### config.mk
export PLATFORM = sky130hd
export DESIGN_NAME = mining_lane_ctrl
export DESIGN_NICKNAME = d
export VERILOG_FILES = /design/src/rtl/mining_pkg.sv /design/src/rtl/lane_prio_enc.sv /design/src/rtl/mining_lane_ctrl.sv
export SDC_FILE = /design/constraint.sdc
export NUM_CORES = 1
export LEC_CHECK = 0
export CORE_MARGIN = 2
export CORE_UTILIZATION = 47
export CTS_CLUSTER_SIZE = 30
export DETAILED_ROUTE_END_ITERATION = 12
export PLACE_DENSITY = 0.88
export SKIP_LAST_GASP = 1
export SLEW_MARGIN = 25
export SYNTH_ARGS = -nofsm -noshare
export SYNTH_HDL_FRONTEND = slang
export SYNTH_HIERARCHICAL = 1
export SYNTH_SLANG_ARGS = --single-unit
### constraint.sdc
create_clock -name clk -period 4.4 [get_ports clk]
set_input_delay 0.88 -clock clk [delete_from_list [all_inputs] [get_ports clk]]
set_output_delay 0.88 -clock clk [all_outputs]
set_load 0.02 [all_outputs]
### src/rtl/mining_pkg.sv
// Shared types and helpers for the mining lane controller: FSM state encoding,
// default geometry and the hash-versus-target compare.
package mining_pkg;

  localparam int DEF_LANES    = 3;
  localparam int DEF_NONCE_W  = 32;
  localparam int DEF_HASH_W   = 24;
  localparam int DEF_TARGET_W = 8;

  // Widest target the compare helper accepts; callers zero-extend into it.
  localparam int CMP_W = 64;

  typedef enum logic [2:0] {
    IDLE    = 3'd0,
    ISSUE   = 3'd1,
    WAIT    = 3'd2,
    CHECK   = 3'd3,
    DONE    = 3'd4,
    EXHAUST = 3'd5
  } state_e;

  // A target of 0 can never hit because nothing is below it.
  function automatic logic hash_hits(input logic [CMP_W-1:0] hash_msb,
                                     input logic [CMP_W-1:0] tgt);
    return hash_msb < tgt;
  endfunction

endpackage

### src/rtl/lane_prio_enc.sv
// Lowest-set-bit priority encoder over the lane hit mask, plus an any-bit flag.
// Lane index order equals nonce order, so the lowest index is the lowest nonce.
module lane_prio_enc #(
  parameter int LANES = 3,
  localparam int IDX_W = (LANES > 1) ? $clog2(LANES) : 1
) (
  input  logic [LANES-1:0] mask_i,
  output logic [IDX_W-1:0] idx_o,
  output logic             any_o
);

  always_comb begin
    idx_o = '0;
    any_o = 1'b0;
    for (int i = LANES - 1; i >= 0; i--) begin
      if (mask_i[i]) begin
        idx_o = IDX_W'(i);
        any_o = 1'b1;
      end
    end
  end

endmodule

### src/rtl/mining_lane_ctrl.sv
// Interleaved nonce dispatcher / result collector for LANES hash lanes.
// Optional LANE_TIMEOUT_EN adds a WAIT watchdog (TIMEOUT) and a sticky timeout_err.
module mining_lane_ctrl
  import mining_pkg::*;
#(
  parameter int LANES    = DEF_LANES,
  parameter int NONCE_W  = DEF_NONCE_W,
  parameter int HASH_W   = DEF_HASH_W,
  parameter int TARGET_W = DEF_TARGET_W
`ifdef LANE_TIMEOUT_EN
  , parameter int TIMEOUT = 64
`endif
) (
  input  logic                     clk,
  input  logic                     reset,
  input  logic                     start,
  input  logic [TARGET_W-1:0]      target,
  output logic [LANES*NONCE_W-1:0] lane_nonce,
  output logic                     lane_go,
  input  logic [LANES-1:0]         lane_valid,
  input  logic [LANES*HASH_W-1:0]  lane_hash,
  output logic                     busy,
  output logic                     finished,
  output logic [NONCE_W-1:0]       nonce_out,
  output logic                     exhausted,
`ifdef LANE_TIMEOUT_EN
  output logic                     timeout_err,
`endif
  output state_e                   dbg_state
);

  localparam int IDX_W = (LANES > 1) ? $clog2(LANES) : 1;
  localparam logic [NONCE_W:0] NONCE_MAX = {1'b0, {NONCE_W{1'b1}}};

  state_e                   state_q;
  logic [NONCE_W-1:0]       base_q;
  logic [TARGET_W-1:0]      target_q;
  logic [LANES-1:0]         done_q, hit_q;
  logic [LANES*NONCE_W-1:0] lane_nonce_q;
  logic                     go_q, finished_q, exhausted_q;
  logic [NONCE_W-1:0]       nonce_out_q;

  logic [LANES-1:0]   lane_en, lane_hit, done_d, hit_d;
  logic [NONCE_W:0]   next_span;
  logic [NONCE_W-1:0] base_next;
  logic               base_last, start_ok, tmo_fire, hit_any;
  logic [IDX_W-1:0]   hit_idx;
  logic               unused_hash;

  // Lane handshake: lane_go pulses once per batch with lane_nonce already stable;
  // each lane answers with exactly one lane_valid strobe carrying lane_hash. Strobes
  // seen during ISSUE, or repeated for an already-done lane, are dropped.

  for (genvar g = 0; g < LANES; g++) begin : g_lane
    logic [NONCE_W:0] sum;
    assign sum         = {1'b0, base_q} + (NONCE_W+1)'(g);
    assign lane_en[g]  = (sum <= NONCE_MAX);
    assign lane_hit[g] = hash_hits(CMP_W'(lane_hash[g*HASH_W + HASH_W - TARGET_W +: TARGET_W]),
                                   CMP_W'(target_q));
  end

  assign unused_hash = ^lane_hash;
  assign next_span   = {1'b0, base_q} + (NONCE_W+1)'(LANES);
  assign base_last   = (next_span > NONCE_MAX);
  assign base_next   = base_q + NONCE_W'(LANES);
  assign done_d      = done_q | lane_valid;
  assign hit_d       = hit_q | (lane_valid & ~done_q & lane_hit);
  assign start_ok    = start && (state_q == IDLE || state_q == DONE || state_q == EXHAUST);

  lane_prio_enc #(.LANES(LANES)) u_prio (
    .mask_i (hit_q),
    .idx_o  (hit_idx),
    .any_o  (hit_any)
  );

  // Slices for a batch starting at b; lanes past the top of the nonce space read 0.
  function automatic logic [LANES*NONCE_W-1:0] slices_for(input logic [NONCE_W-1:0] b);
    logic [NONCE_W:0] n;
    slices_for = '0;
    for (int i = 0; i < LANES; i++) begin
      n = {1'b0, b} + (NONCE_W+1)'(i);
      if (n <= NONCE_MAX) slices_for[i*NONCE_W +: NONCE_W] = n[NONCE_W-1:0];
    end
  endfunction

`ifdef LANE_TIMEOUT_EN
  localparam int CNT_W = $clog2(TIMEOUT + 1);
  logic [CNT_W-1:0] cnt_q;
  logic             timeout_err_q;

  assign tmo_fire = (state_q == WAIT) && (cnt_q == CNT_W'(TIMEOUT - 1)) && !(&done_d);

  always_ff @(posedge clk or negedge reset) begin
    if (!reset) begin
      cnt_q         <= '0;
      timeout_err_q <= 1'b0;
    end else begin
      if (state_q == ISSUE)     cnt_q <= '0;
      else if (state_q == WAIT) cnt_q <= cnt_q + CNT_W'(1);
      if (start_ok)             timeout_err_q <= 1'b0;
      else if (tmo_fire)        timeout_err_q <= 1'b1;
    end
  end

  assign timeout_err = timeout_err_q;
`else
  assign tmo_fire = 1'b0;
`endif

  always_ff @(posedge clk or negedge reset) begin
    if (!reset) begin
      state_q      <= IDLE;
      base_q       <= '0;
      target_q     <= '0;
      done_q       <= '0;
      hit_q        <= '0;
      lane_nonce_q <= '0;
      go_q         <= 1'b0;
      finished_q   <= 1'b0;
      exhausted_q  <= 1'b0;
      nonce_out_q  <= '0;
    end else begin
      go_q <= 1'b0;
      case (state_q)
        IDLE, DONE, EXHAUST: begin
          if (start_ok) begin
            state_q      <= ISSUE;
            base_q       <= '0;
            target_q     <= target;
            lane_nonce_q <= slices_for('0);
            go_q         <= 1'b1;
            finished_q   <= 1'b0;
            exhausted_q  <= 1'b0;
            nonce_out_q  <= '0;
          end
        end
        ISSUE: begin
          done_q  <= ~lane_en;
          hit_q   <= '0;
          state_q <= WAIT;
        end
        WAIT: begin
          done_q <= done_d;
          hit_q  <= hit_d;
          if ((&done_d) || tmo_fire) state_q <= CHECK;
        end
        CHECK: begin
          if (hit_any) begin
            nonce_out_q <= base_q + NONCE_W'(hit_idx);
            finished_q  <= 1'b1;
            state_q     <= DONE;
          end else if (base_last) begin
            exhausted_q <= 1'b1;
            state_q     <= EXHAUST;
          end else begin
            base_q       <= base_next;
            lane_nonce_q <= slices_for(base_next);
            go_q         <= 1'b1;
            state_q      <= ISSUE;
          end
        end
        default: state_q <= IDLE;
      endcase
    end
  end

  assign lane_nonce = lane_nonce_q;
  assign lane_go    = go_q;
  assign busy       = (state_q == ISSUE) || (state_q == WAIT) || (state_q == CHECK);
  assign finished   = finished_q;
  assign exhausted  = exhausted_q;
  assign nonce_out  = nonce_out_q;
  assign dbg_state  = state_q;

endmodule

# After elaboration in Yosys (flattened, before gate mapping)
# Index checks and enable logic that the tools add are counted.
dict set report totals {
  ff_bits 180
  inputBits 86
  output_inout_bits 135
  word_cells 95
}
dict set report classes {
  addsub 7
  n_lt_le_gt_ge 10
  n_eq_ne 11
  muxes 36
  bitwise_logic 6
  reduce_logical 15
}
# operator n
set ops {}
lappend ops {{two-way mux 96 bit} 3}
lappend ops {{two-way mux 32 bit} 7}
lappend ops {{case mux 96 bit (2 select lines)} 1}
lappend ops {{<= comparator 33 x 32 -> 1 bit, second input constant} 4}
lappend ops {{case mux 32 bit (2 select lines)} 2}
lappend ops {{adder 32 x 2 -> 33 bit, second input constant} 3}
lappend ops {{adder 32 x 1 -> 33 bit, second input constant} 2}
lappend ops {{<= comparator 32 bit, second input constant} 2}
lappend ops {{greater-than comparator 33 x 32 -> 1 bit, second input constant} 1}
lappend ops {{adder 32 x 2 -> 32 bit} 1}
lappend ops {{adder 32 x 2 -> 32 bit, second input constant} 1}
lappend ops {{less-than comparator 8 bit} 3}
lappend ops {{two-way mux 3 bit} 4}
lappend ops {{inequality test 2 bit, second input constant} 6}
lappend ops {{case mux 3 bit (2 select lines)} 2}
lappend ops {{case mux 3 bit (4 select lines)} 1}
lappend ops {{two-way mux 1 bit} 10}
lappend ops {{AND reduction 4 bit} 2}
lappend ops {{AND 3 bit} 2}
lappend ops {{== test 3 x 2 -> 1 bit, second input constant} 2}
lappend ops {{== test 3 bit, second input constant} 2}
lappend ops {{two-way mux 2 bit} 3}
lappend ops {{inverter 3 bit} 2}
lappend ops {{bitwise OR 3 bit} 2}
lappend ops {{9 further kinds} 17}

# Longest topological paths before layout
# Gate-level depths: netlist of the first run.
dict set report depth {
  word_depth 7
  mapped_depth 18
  depth_no_buf 14
}

# By module
# Netlist of the first run, hierarchy kept.
# mod n_inst cells_per_inst area_per_inst_um2 seq_area_each_um2
set by_module_without_submodules {}
lappend by_module_without_submodules {mining_lane_ctrl 1 1251 10319.9 3703.6}
lappend by_module_without_submodules {lane_prio_enc 1 3 20.0 0.0}

# Least setup slack after synthesis of the first run
# No wires, ideal clock.
dict set report synth_path {
  path_kind {register to register}
  startpoint {register lane_nonce[0] (netlist name)}
  endpoint {register lane_nonce_q[40] (netlist: lane_nonce[40])}
  setup_time_ns 0.133
  arrival_time_ns 4.679
  required_time_ns 4.267
  setup_slack_ns -0.412
  path_stages_with_launch 16
  path_buffers 3
  synth_period_minus_slack_ns 4.812
  path_cell_list {dfrtp_1 > clkbuf_1 > inv_1 > ha_1 > nand3b_4 > or4_1 > clkbuf_1 > or3_1 > a222oi_1 > nand3_1 > nor4_2 > xor2_1 > or3_1 > nor4_2 > clkbuf_1 > o21ai_0}
}
# element line
set synth_lines {}
lappend synth_lines {{to (signal assigned)} mining_lane_ctrl.sv:130} ;# lane_nonce_q <= slices_for('0);
lappend synth_lines {{to (signal assigned)} mining_lane_ctrl.sv:157} ;# lane_nonce_q <= slices_for(base_next);
lappend synth_lines {{to (decl)} mining_lane_ctrl.sv:39} ;# logic [LANES*NONCE_W-1:0] lane_nonce_q;

==> flow_summary.toml, run 1 <==
[final_layout]
nNetsFinal = 1586
layout.cells.non_filler = 1760
final_core_util = 0.627
n_antenna_cell = 0
fill_cells = 1814
area_growth_pct = 31.6
drive_gt1_frac = 0.136

[routing]
drtIter0Drc = 1207
ant_nets = 0
routed_via_density = 6.04
routed_wl_um = 35000
routedWlPerCell_um = 19.9
drt-pass1-iter-count = 6
route.detailed.drc = 0
num_vias = 10600

[synth]
synth_most_common_cell = "nand2_1"
synth_common_cells = "167 x nand2_1, 148 x dfrtp_1, 124 x o21ai_0"
ys_warn_count = 6
yosysSeqAreaShare = 0.358
synth_area_um2 = 10300
synthFlopType = "dfrtp_1"
yosysTopAreaCell = "dfrtp_1"
syn_avg_cell_area_um2 = 8.25
synth.area.top_cells = "dfrtp_1 36%, xnor2_1 6.3%, nand2_1 6.1%, o21ai_0 6.0%, nand3_1 4.7%"
synth_nets = 1373
synth_top_cell_area_share = 0.358
synth-edff-count = 0
async_flop_share = 1.00
ys_ff_latch = 148
synth_cell_types = 69
synth_cells = 1254

[floorplan]
die_x_um = 152
pin_count = 221
die_h_um = 152
fp.dieArea_um2 = 23200
rows = 54
initial_utilization = 0.477
core_um2 = 21700

[clock_network]
clk_pin_slew_ns = 0.07
cts_buffers = 17
clk_path_buf_depth = 2
clock_latency_ns = 0.43
cts_hold_buf = 0
cts_tree = "yes"
htreeDepth = 4
root_buffer = "clkbuf_16"
cts_sinks = 148

[setup_path]
crit_path_top_delay_cell = "or4_4"
critPathLaunchType = "flop"
cpMostUsedCell = "buf_4"
crit_required_ns = 4.75
path_cells = "inv_1 > ha_2 > nand3b_4 > or4_4 > or3_1 > a222oi_1 > buf_4 > nand2_1 > nor3_2 > buf_4 > o211ai_1 > buf_12 > or3b_2 > o21ai_1"
cp.arrival_ns = 4.56
path_class = "reg -> reg"
critical-path-max-stage-delay_ns = 0.58
path_max_fanout = 61
end_kind = "flop"

[sta]
setup_viol = 0
finalCritPeriodShare = 0.959
grt_setup_unrepaired = "false"
skew_ns = 0.00967
fin_ws_ns = 0.182
relSlewSlack = 0.399
fmax_ghz = 0.237
hold_viol_final = 0
slew_violations = 0
worst_pin_slew_ns = 0.901
final.min_clock_period_ns = 4.22
tns_ns = 0

[power_and_ir_drop]
p_leak_nw = 5.28
total_power_mw = 4.84
vdd_ir_drop_max_mv = 0.395
powerDensity_nw_per_um2 = 355

[global_route]
first_global_vias = 10300
antenna_found_initial = 0
grt_pass1_wl_um = 55100
gr-total-overflow = 0
grt_max_degree = 91
grtUsageTotal = 0.296

[placed_design]
dp_slack_ns = 0.146
io_buffers = 172
hpwl_um = 26400
dp_cells = 1724
gp_congestion = 0.993

[run_status]
status = "completed"

[run]
cap_violations = 0

[hold_path]
hp-class = "reg -> reg"
-- area by class of cell --
cell class,count,area (um^2),share of cell area
multi-input combinational,986,6190,0.455
sequential,148,3710,0.272
timing repair buffer,290,2700,0.198
clock buffer,20,457,0.0336
tap,280,350,0.0257
clock inverter,12,120,0.00883
inverter,24,90.1,0.00662
-- registers in the layout (all words and copies together) (netlist names) --
| name | cells |
|---|---|
| target_q | 8 |
| exhausted | 1 |
| lane_nonce | 96 |
| done_q | 3 |
| nonce_out | 32 |
| finished | 1 |
| lane_go | 1 |
| hit_q | 3 |
| dbg_state | 3 |
-- per-layer routing --
| layer | GRT usage | vias up | wire length, um |
|---|---|---|---|
| met5 | 0 | - | 0 |
| met4 | 0.0992 | 0 | 1040 |
| met3 | 0.0586 | 94 | 2860 |
| li1 | - | 4890 | - |
| met2 | 0.488 | 525 | 16700 |
| met1 | 0.393 | 5117 | 14400 |
-- stage by stage --
step	hold slack [ns]	cell area (um^2)
2_1_floorplan	0.487	10400
3_3_place_gp	0.462	12900
3_5_place_dp	0.467	12900
4_1_cts	0.481	13500
5_1_grt	0.505	13600
6_report	0.477	13600
-- cell usage in the layout (no fill, tap or decap), types with 5 or more instances in the layout --
cell type and instances:
a21oi_1 19, clkbuf_16 17, xnor2_1 72, nand4b_1 6
or2_2 12, and2_1 14, nand2b_1 10, nand4_1 41
clkdlybuf4s50_1 171, or3b_2 6, nand3b_1 5, o21ai_0 124
nor3_1 41, nor2b_1 7, o22ai_1 5, nor4_1 23
xor2_1 50, and4_1 6, nand2_1 167, o31ai_1 26
nor3b_1 7, mux2i_1 5, o21ai_1 20, buf_4 111
a21o_1 9, ha_1 31, inv_1 23, nor4_2 6
nor2_1 68, a31oi_1 7, or4_1 11, dfrtp_1 146
nand3_1 97, buf_12 7, or3_1 22
-- report_power, final --
part           internal, mW  switching, mW
Combinational         0.672           1.11
Clock                 0.820          0.632
Sequential             1.49          0.110
Total                  2.99           1.85
-- worst max-delay path, delay by kind of cell, from the launching register on --
| family | cells | cell delay, ns |
|---|---|---|
| and+or+nand+nor | 6 | 2.08 |
| DFF | 1 | 0.36 |
| buffers and inverters | 4 | 0.72 |
| AOI/OAI and AO/OA | 3 | 0.75 |
| adders and majority gates | 1 | 0.22 |
-- kinds of logic (layout without fill, tap and decap cells) --
group	Yosys count	count (layout)	synth area share
muxes	5	5	0.00484
DFF	148	148	0.358
buffers and inverters	120	346	0.0523
AOI/OAI and AO/OA	250	250	0.146
xor gates and xnor gates	124	124	0.105
adders and majority gates	33	33	0.0407
and+or+nand+nor	574	574	0.293
-- path summary, 6_finish.rpt --
path                                       startpoint                         end  slack (ns)  cells after the start
setup / recovery            lane_nonce[1]$_DFFE_PN0P_  lane_nonce[73]$_DFFE_PN0P_        0.18                     14
hold / removal             lane_nonce[86]$_DFFE_PN0P_  lane_nonce[86]$_DFFE_PN0P_        0.48                      2
setup reg to reg            lane_nonce[1]$_DFFE_PN0P_  lane_nonce[73]$_DFFE_PN0P_        0.18                     14
hold reg to reg            lane_nonce[86]$_DFFE_PN0P_  lane_nonce[86]$_DFFE_PN0P_        0.48                      2
max in group asynchronous                       reset   lane_nonce[0]$_DFFE_PN0P_        2.98                      2
min in group asynchronous                       reset  lane_nonce[62]$_DFFE_PN0P_        0.51                      1
-- timing repair --
item	CTS	global route
setup buffers	0	4
endpoints found under the setup margin	0	84
resized for setup	0	12
No activity file was read; power rests on OpenSTA's default activity.
==> inputs of run 2 (changes only) <==
--- a/config.mk
+++ b/config.mk
@@ -7,7 +7,7 @@
 export LEC_CHECK = 0
 export CORE_MARGIN = 2
 export CORE_UTILIZATION = 47
-export CTS_CLUSTER_SIZE = 30
+export CTS_CLUSTER_SIZE = 20
 export DETAILED_ROUTE_END_ITERATION = 12
 export PLACE_DENSITY = 0.88
 export SKIP_LAST_GASP = 1
==> results of run 2 <==
No change in the layout: final DEF, timing and power equal those of run 1.
==> inputs of run 3 (changes only) <==
--- a/config.mk
+++ b/config.mk
@@ -5,6 +5,7 @@
 export SDC_FILE = /design/constraint.sdc
 export NUM_CORES = 1
 export LEC_CHECK = 0
+export CAP_MARGIN = 20
 export CORE_MARGIN = 2
 export CORE_UTILIZATION = 47
 export CTS_CLUSTER_SIZE = 20
==> results of run 3 <==
No change in the layout: final DEF, timing and power equal those of run 1.
